`config.mk`:
```
export PLATFORM = sky130hd
export DESIGN_NAME = dmem_responder
export DESIGN_NICKNAME = d
export VERILOG_FILES = /design/src/rtl/dmem_responder_pkg.sv /design/src/rtl/dmem_responder_array.sv /design/src/rtl/dmem_responder.sv
export SDC_FILE = /design/constraint.sdc
export NUM_CORES = 1
export LEC_CHECK = 0
export ABC_AREA = 1
export BUFFER_PORTS_ARGS = -buffer_cell sky130_fd_sc_hd__buf_2
export CAP_MARGIN = 20
export CORE_AREA = 10 10 274 276
export CTS_CLUSTER_DIAMETER = 200
export DETAILED_ROUTE_END_ITERATION = 10
export DIE_AREA = 0 0 284 286
export PLACE_DENSITY = 0.57
export SYNTH_ARGS = -nofsm -noshare
export SYNTH_HDL_FRONTEND = slang
export SYNTH_SLANG_ARGS = --single-unit
```
`constraint.sdc`:
```
create_clock -name clk -period 5.35 [get_ports clk]
set_input_delay 1.07 -clock clk [delete_from_list [all_inputs] [get_ports clk]]
set_output_delay 1.07 -clock clk [all_outputs]
set_load 0.005 [all_outputs]
```
`src/rtl/dmem_responder_pkg.sv`:
```
// Shared types and helpers for the data-memory responder.
// Holds the FSM state encoding and the byte-enable width helper.
package dmem_responder_pkg;

  typedef enum logic [1:0] {
    ST_INIT = 2'd0,
    ST_IDLE = 2'd1,
    ST_RESP = 2'd2
  } state_t;

  function automatic int be_width(input int dw);
    return dw / 8;
  endfunction

endpackage

```
`src/rtl/dmem_responder_array.sv`:
```
// Word storage for dmem_responder: one lane-masked synchronous write port,
// one asynchronous read port. Contents are defined only by the clear sweep.
import dmem_responder_pkg::*;

module dmem_array #(
  parameter int DW  = 32,
  parameter int DMW = 4,
  parameter int BEW = be_width(DW)
) (
  input  logic           clk,
  input  logic           we,
  input  logic [DMW-1:0] waddr,
  input  logic [DW-1:0]  wdata,
  input  logic [BEW-1:0] wbe,
  input  logic [DMW-1:0] raddr,
  output logic [DW-1:0]  rdata
);

  logic [DW-1:0] mem [2**DMW];

  always_ff @(posedge clk) begin
    if (we) begin
      for (int i = 0; i < BEW; i++) begin
        if (wbe[i]) mem[waddr][8*i +: 8] <= wdata[8*i +: 8];
      end
    end
  end

  assign rdata = mem[raddr];

endmodule

```
`src/rtl/dmem_responder.sv`:
```
// MEM-stage load/store target: clears the array after reset, then serves
// one request per handshake with a registered, backpressure-tolerant response.
//
// state   | meaning
// ST_INIT | clear sweep, one word per cycle; no requests accepted
// ST_IDLE | no response pending; ready for a request
// ST_RESP | response held on rsp_*; new request accepted only with rsp_ready
import dmem_responder_pkg::*;

module dmem_responder #(
  parameter int DW  = 32,
  parameter int DMW = 4
) (
  input  logic                  clk,
  input  logic                  rst_n,
  input  logic                  req_valid,
  output logic                  req_ready,
  input  logic                  req_we,
  input  logic [DMW+1:0]        req_addr,
  input  logic [DW-1:0]         req_wdata,
  input  logic [be_width(DW)-1:0] req_be,
  output logic                  rsp_valid,
  input  logic                  rsp_ready,
  output logic [DW-1:0]         rsp_rdata,
  output logic                  rsp_err,
  output logic                  init_done
);

  localparam int BEW = be_width(DW);

  state_t         state, state_nxt;
  logic [DMW-1:0] clr_cnt;
  logic           accept, aligned, clr_last;
  logic           mem_we;
  logic [DMW-1:0] mem_waddr;
  logic [DW-1:0]  mem_wdata;
  logic [BEW-1:0] mem_be;
  logic [DW-1:0]  mem_rdata;

  assign req_ready = (state == ST_IDLE) || (state == ST_RESP && rsp_ready);
  assign rsp_valid = (state == ST_RESP);
  assign accept    = req_valid && req_ready;
  assign aligned   = (req_addr[1:0] == 2'b00);
  assign clr_last  = (clr_cnt == {DMW{1'b1}});

  always_comb begin
    state_nxt = state;
    mem_we    = 1'b0;
    mem_waddr = req_addr[DMW+1:2];
    mem_wdata = req_wdata;
    mem_be    = req_be;
    case (state)
      ST_INIT: begin
        mem_we    = 1'b1;
        mem_waddr = clr_cnt;
        mem_wdata = '0;
        mem_be    = '1;
        if (clr_last) state_nxt = ST_IDLE;
      end
      ST_IDLE: if (accept) state_nxt = ST_RESP;
      ST_RESP: if (rsp_ready && !accept) state_nxt = ST_IDLE;
      default: state_nxt = ST_INIT;
    endcase
    // Misaligned stores never touch the array.
    if (accept && req_we && aligned) mem_we = 1'b1;
  end

  always_ff @(posedge clk or negedge rst_n) begin
    if (!rst_n) begin
      state     <= ST_INIT;
      clr_cnt   <= '0;
      init_done <= 1'b0;
      rsp_rdata <= '0;
      rsp_err   <= 1'b0;
    end else begin
      state <= state_nxt;
      if (state == ST_INIT) begin
        clr_cnt <= clr_cnt + 1'b1;
        if (clr_last) init_done <= 1'b1;
      end
      if (accept) begin
        rsp_err   <= !aligned;
        rsp_rdata <= (aligned && !req_we) ? mem_rdata : '0;
      end
    end
  end

  dmem_array #(.DW(DW), .DMW(DMW), .BEW(BEW)) u_array (
    .clk   (clk),
    .we    (mem_we),
    .waddr (mem_waddr),
    .wdata (mem_wdata),
    .wbe   (mem_be),
    .raddr (req_addr[DMW+1:2]),
    .rdata (mem_rdata)
  );

endmodule
```
==> impl_metrics.py, run 1 <==
metrics = {
    "run_status": {
        "status": "completed",
    },
    "cells_and_area": {
        "filler_cell_count": 6723,
        "final_design_area_no_fill_um2": 27500,
        "drive_above_1_share": 0.0961,
        "antenna_cells": 0,
        "nets": 2530,
        "area_delta_synth_final_pct": 14.1,
    },
    "floorplanning": {
        "dieArea_um2": 81200,
        "pin_count": 83,
        "coreArea_um2": 69500,
        "initial_core_util": 0.346,
        "rows": 97,
        "die_h_um": 286,
        "die_w_um": 284,
    },
    "clock_network": {
        "cts_tree": "done",
        "cts_made_buffers": 55,
        "cts_hold_buf": 0,
        "h-tree-depth": 2,
        "cts_buffer_depth": 3,
        "path_clk_slew_ps": 60,
        "cts_root_buf": "clkbuf_16",
        "clock_latency_ps": 610,
        "post_cts_resized": 0,
        "clock-sinks": 552,
        "post_cts_buffers": 0,
    },
    "grt": {
        "grt_pass1_wl_um": 96700,
        "grt_usage": 0.153,
        "grt_pass1_vias": 15800,
        "grt-ovfl-total": 0,
        "grt_max_degree": 96,
        "grt_antenna_before_repair": 0,
    },
    "timing": {
        "setup_viol": 0,
        "slew_violations": 0,
        "tightest_slew_ps": 1060,
        "hold_viol_final": 0,
        "skew_ps": 18.9,
        "rsz0062_at_grt": "no",
        "fin_crit_sh": 0.643,
        "finalCriticalPeriod_ps": 3440,
        "slew_headroom": 0.291,
        "fmax_mhz": 291,
        "finalSetupTns_ps": 0,
    },
    "worst_hold_path": {
        "hold_depth": 2,
        "hold_start": "rsp_rdata[13]",
        "hold_class": "flip-flop to flip-flop",
    },
    "worst_setup_path": {
        "r2r_slack_ps": 1910,
        "crit_arrival_ps": 3760,
        "criticalPathCategory": "flip-flop to flip-flop",
        "end_kind": "flip-flop",
        "worstSetupStartpointType": "flip-flop",
        "critPathMaxFanout": 34,
        "worstPathRequired_ps": 5670,
        "crit_start": "state[0]",
        "r2r_start": "state[0]",
        "reg2reg_depth": 9,
    },
    "synth": {
        "yosysWarnings": 0,
        "syn_area_per_cell_um2": 9.97,
        "ys_ff_latch": 552,
        "syn_inst": 2414,
        "netlist_area_um2": 24100,
        "synth_nets": 2462,
        "yosysSeqAreaShare": 0.680,
        "yosysUniqueCellTypes": 27,
    },
    "place": {
        "port_buffers": 82,
        "globalplace.congestion": 0.785,
        "hpwl_um": 38000,
        "postPlaceCellArea_um2": 25600,
    },
    "routing": {
        "wl_per_cell_um": 18.3,
        "ant_nets": 0,
        "first_iter_violations": 1466,
        "wl_um": 63600,
        "viasPerCell": 4.65,
        "dr.pass1.iters": 7,
        "route.detailed.drc": 0,
        "vias": 16100,
    },
    "power_and_ir_drop": {
        "p_total_mw": 12.3,
        "cellLeakagePower_nw": 12.1,
        "pwr_density_cell_nw_per_um2": 446,
        "peakVddDrop_mv": 0.274,
    },
    "job": {
        "drv_cap": 0,
    },
}
-- metrics by stage --
stage               cells  setup slack, ps  hold WS, ps   util
floorplan            2414             2640          468      -
global placement     3363             1490          461  0.367
detailed placement   3364             1480          464  0.368
CTS                  3467             1890          482  0.395
global route         3468             1760          491  0.395
finish               3468             1910          477  0.395
-- routing by layer --
metal  global-route usage  wire, um  vias up
met2                0.253     30100      530
li1                     -         -     7828
met5                    0         0        -
met1                0.200     27400     7692
met4               0.0476      1700        0
met3               0.0324      4370       80
-- cell families after synthesis --
family | Yosys count | synth area share
and+or+nand+nor | 1290 | 0.224
DFF | 552 | 0.680
AOI/OAI and AO/OA | 16 | 0.00639
adders and majority gates | 1 | 0.000520
buffers and inverters | 552 | 0.0881
xor gates and xnor gates | 3 | 0.00109
-- cells in the mapped netlist, drive strengths merged --
cell / count / share of area
a21oi: 3 / 0.00094
a31o: 1 / 0.00036
buf: 52 / 0.010
clkbuf: 68 / 0.011
dfrtp: 40 / 0.042
edfxtp: 512 / 0.64
ha: 1 / 0.00052
inv: 432 / 0.067
nand2: 796 / 0.12
nand3: 386 / 0.080
nor2: 107 / 0.018
nor3b: 1 / 0.00052
o21ai: 11 / 0.0048
o21bai: 1 / 0.00031
xnor2: 1 / 0.00036
xor2: 2 / 0.00073
-- cells in the final DEF, fill, tap and decap left out, types with 2 or more instances in the layout --
master,instances
nand2_1,792
edfxtp_1,512
inv_1,424
nand3_1,386
nor2_1,96
buf_2,80
clkbuf_16,57
buf_4,48
dfrtp_1,40
clkinv_1,13
clkbuf_1,11
nor2_2,9
clkinv_2,9
bufinv_16,8
inv_2,6
o21ai_4,5
clkbuf_8,5
o21ai_0,3
nand2_2,3
xor2_1,2
nor2_4,2
a21oi_2,2
o21ai_1,2
-- state kept, by name (all words and copies together) (netlist names) --
signal and count:
u_array.mem 512, init_done 1, state 2, rsp_err 1, clr_cnt 4, rsp_rdata 32
-- report_power, final --
part / leakage (nW) / internal [mW] / switching, mW / total, mW
Clock: 0.917 / 2.38 / 1.63 / 4.01
Sequential: 5.24 / 5.72 / 0.166 / 5.89
Combinational: 5.92 / 0.542 / 1.81 / 2.36
-- area by class of cell --
cell class,count,area (um2),share of cell area
timing repair buffer,131,822,0.0299
inverter,432,1630,0.0594
clock inverter,31,343,0.0125
clock buffer,72,1520,0.0555
sequential,552,16400,0.596
tap,940,1180,0.0428
multi-input combinational,1310,5590,0.203
-- worst max-delay path: stages, from the launching register on --
cell and delay [ps]:
dfrtp_1 420, nor2_4 410, buf_4 520, nand2_1 90, o21ai_1 190, nand2_1 110
inv_2 100, nand2_1 310, nor2_1 740, buf_4 260
-- path summary, 6_finish.rpt --
check	to
min in group asynchronous	rsp_rdata[8]
min reg2reg	rsp_rdata[13]
min	rsp_rdata[13]
max reg2reg	u_array.mem[12][0]
max in group asynchronous	clr_cnt[2]
max	u_array.mem[12][0]
Power figures use the tool's default switching activity.
==> run 2, diff against run 1 <==
==> constraint.sdc (replaced) <==
create_clock -name clk -period 3.4 [get_ports clk]
set_input_delay 0.68 -clock clk [delete_from_list [all_inputs] [get_ports clk]]
set_output_delay 0.68 -clock clk [all_outputs]
set_load 0.005 [all_outputs]
==> run 2 against run 1 <==
  * Clock skew shrank 6.9 ps
  * Sequential share of layout area shrank 0.94 points
  * Largest power group unchanged
  * Register-to-register slack worse by 1100 ps
  * Sequential power grew 57%
  * Largest cell class unchanged
  * Design area rose by 1.6%
  * Cell count grew 1.6%
  * Critical path type unchanged
==> impl_metrics.py, run 2 (synthesis results as in run 1) <==
metrics = {
    "clock_network": {
        "post_cts_buffers": 0,
        "clock_latency_ps": 600,
        "clock-sinks": 552,
        "cts_made_buffers": 56,
        "cts_buffer_depth": 3,
        "post_cts_resized": 0,
        "cts_hold_buf": 0,
        "cts_root_buf": "clkbuf_16",
        "h-tree-depth": 2,
        "cts_tree": "done",
        "path_clk_slew_ps": 60,
    },
    "worst_setup_path": {
        "reg2reg_depth": 6,
        "critPathMaxFanout": 26,
        "end_kind": "flip-flop",
        "worstReg2RegEnd": "u_array.mem[8][21]",
        "criticalPathCategory": "flip-flop to flip-flop",
        "r2r_start": "state[0]",
        "worstSetupStartpointType": "flip-flop",
        "worstPathRequired_ps": 3630,
        "crit_arrival_ps": 2850,
        "r2r_slack_ps": 780,
    },
    "cells_and_area": {
        "top_register": "u_array.mem",
        "final_cell_mix": "nand2_1, edfxtp_1, inv_1, nand3_1, buf_4",
        "area_delta_synth_final_pct": 15.9,
        "mostFrequentLayoutCell": "nand2_1",
        "multi_input_area_um2": 5580,
        "final_design_area_no_fill_um2": 27900,
        "top_regs": "u_array.mem x512, rsp_rdata x32, clr_cnt x4",
        "largest_register_ff_count": 512,
        "drive_above_1_share": 0.115,
        "regArea_um2": 16400,
        "antenna_cells": 0,
        "nets": 2585,
        "filler_cell_count": 6690,
    },
    "grt": {
        "grt_max_degree": 155,
        "grt_usage": 0.151,
        "grt-ovfl-total": 0,
        "grt_pass1_vias": 16200,
        "grt_antenna_before_repair": 0,
        "grt_pass1_wl_um": 95700,
    },
    "power_and_ir_drop": {
        "cellLeakagePower_nw": 12.4,
        "pwr_density_cell_nw_per_um2": 693,
        "peakVddDrop_mv": 0.393,
    },
    "timing": {
        "hold_viol_final": 0,
        "slew_headroom": 0.285,
        "fmax_mhz": 382,
        "finalSetupTns_ps": 0,
        "setup_viol": 0,
        "slew_violations": 0,
        "fin_crit_sh": 0.770,
        "finalCriticalPeriod_ps": 2620,
        "tightest_slew_ps": 1070,
        "rsz0062_at_grt": "no",
        "postLayoutSetupSlackWorst_ps": 783,
        "skew_ps": 11.9,
    },
    "place": {
        "place_worst_setup_slack_ps": 590,
        "postPlaceCellArea_um2": 26000,
        "hpwl_um": 37100,
        "globalplace.congestion": 0.829,
        "port_buffers": 82,
    },
    "floorplanning": {
        "rows": 97,
        "die_h_um": 286,
        "die_w_um": 284,
        "coreArea_um2": 69500,
        "pin_count": 83,
        "dieArea_um2": 81200,
        "initial_core_util": 0.346,
    },
    "routing": {
        "ant_nets": 0,
        "viasPerCell": 4.67,
        "route.detailed.drc": 0,
        "wl_per_cell_um": 17.6,
        "wl_um": 62000,
        "first_iter_violations": 1354,
        "dr.pass1.iters": 6,
        "vias": 16400,
    },
    "job": {
        "drv_cap": 0,
    },
    "worst_hold_path": {
        "hold_class": "input port to async pin",
    },
    "run_status": {
        "status": "completed",
    },
}
-- run 2: cell types whose count changed in the layout (fill, tap and decap cells not counted) --
cell / change
nor2_1: +1
buf_16: -1
buf_4: +51
clkinvlp_4: +2
nor2_2: -1
clkbuf_1: +3
clkinv_2: +1
buf_12: +4
clkinv_1: -4
inv_6: -1
-- run 2: area by class of cell --
class	instances	area share
Clock buffer	75	0.0550
Clock inverter	29	0.0122
Inverter	432	0.0585
Multi-Input combinational cell	1310	0.200
Sequential cell	552	0.587
Tap cell	940	0.0422
Timing Repair Buffer	185	0.0451
-- run 2: how the worst max path moves through the flow --
stage / to / start
after floorplan: u_array.mem[12][10] / rsp_ready
after global placement: u_array.mem[8][16] / req_addr[1]
after detailed placement: u_array.mem[8][19] / req_addr[1]
after CTS: u_array.mem[8][21] / state[0]
after global routing: u_array.mem[8][21] / state[0]
final: u_array.mem[8][21] / state[0]
-- run 2: per-layer routing --
metal | vias up | wire length, um | GRT usage
li1 | 7935 | - | -
met5 | - | 0 | 0
met3 | 98 | 3850 | 0.0245
met1 | 7917 | 27200 | 0.200
met2 | 485 | 29400 | 0.253
met4 | 0 | 1510 | 0.0402
-- run 2: report_power, final --
group          internal (mW)  switching [mW]  total [mW]
Combinational          0.998            2.83        3.83
Clock                   3.76            2.51        6.27
Sequential              8.99           0.255        9.25
Total                   13.7            5.60        19.3
-- run 2: per-stage QoR --
stage | power, mW | instances | util | hold WS, ps
2_1_floorplan | 11.5 | 2414 | - | 384
4_1_cts | 19.5 | 3522 | 0.401 | 151
3_3_place_gp | 13.1 | 3418 | 0.374 | 463
6_report | 19.3 | 3523 | 0.401 | 162
3_5_place_dp | 13.2 | 3418 | 0.374 | 464
5_1_grt | 20.2 | 3523 | 0.401 | 176
-- run 2: critical path, cell delays in order (launching register included) --
cell     delay, ps
dfrtp_1        420
nor2_4         190
buf_4          400
o21ai_1        170
nor2_1         230
nand2_1        240
nor2_1         590
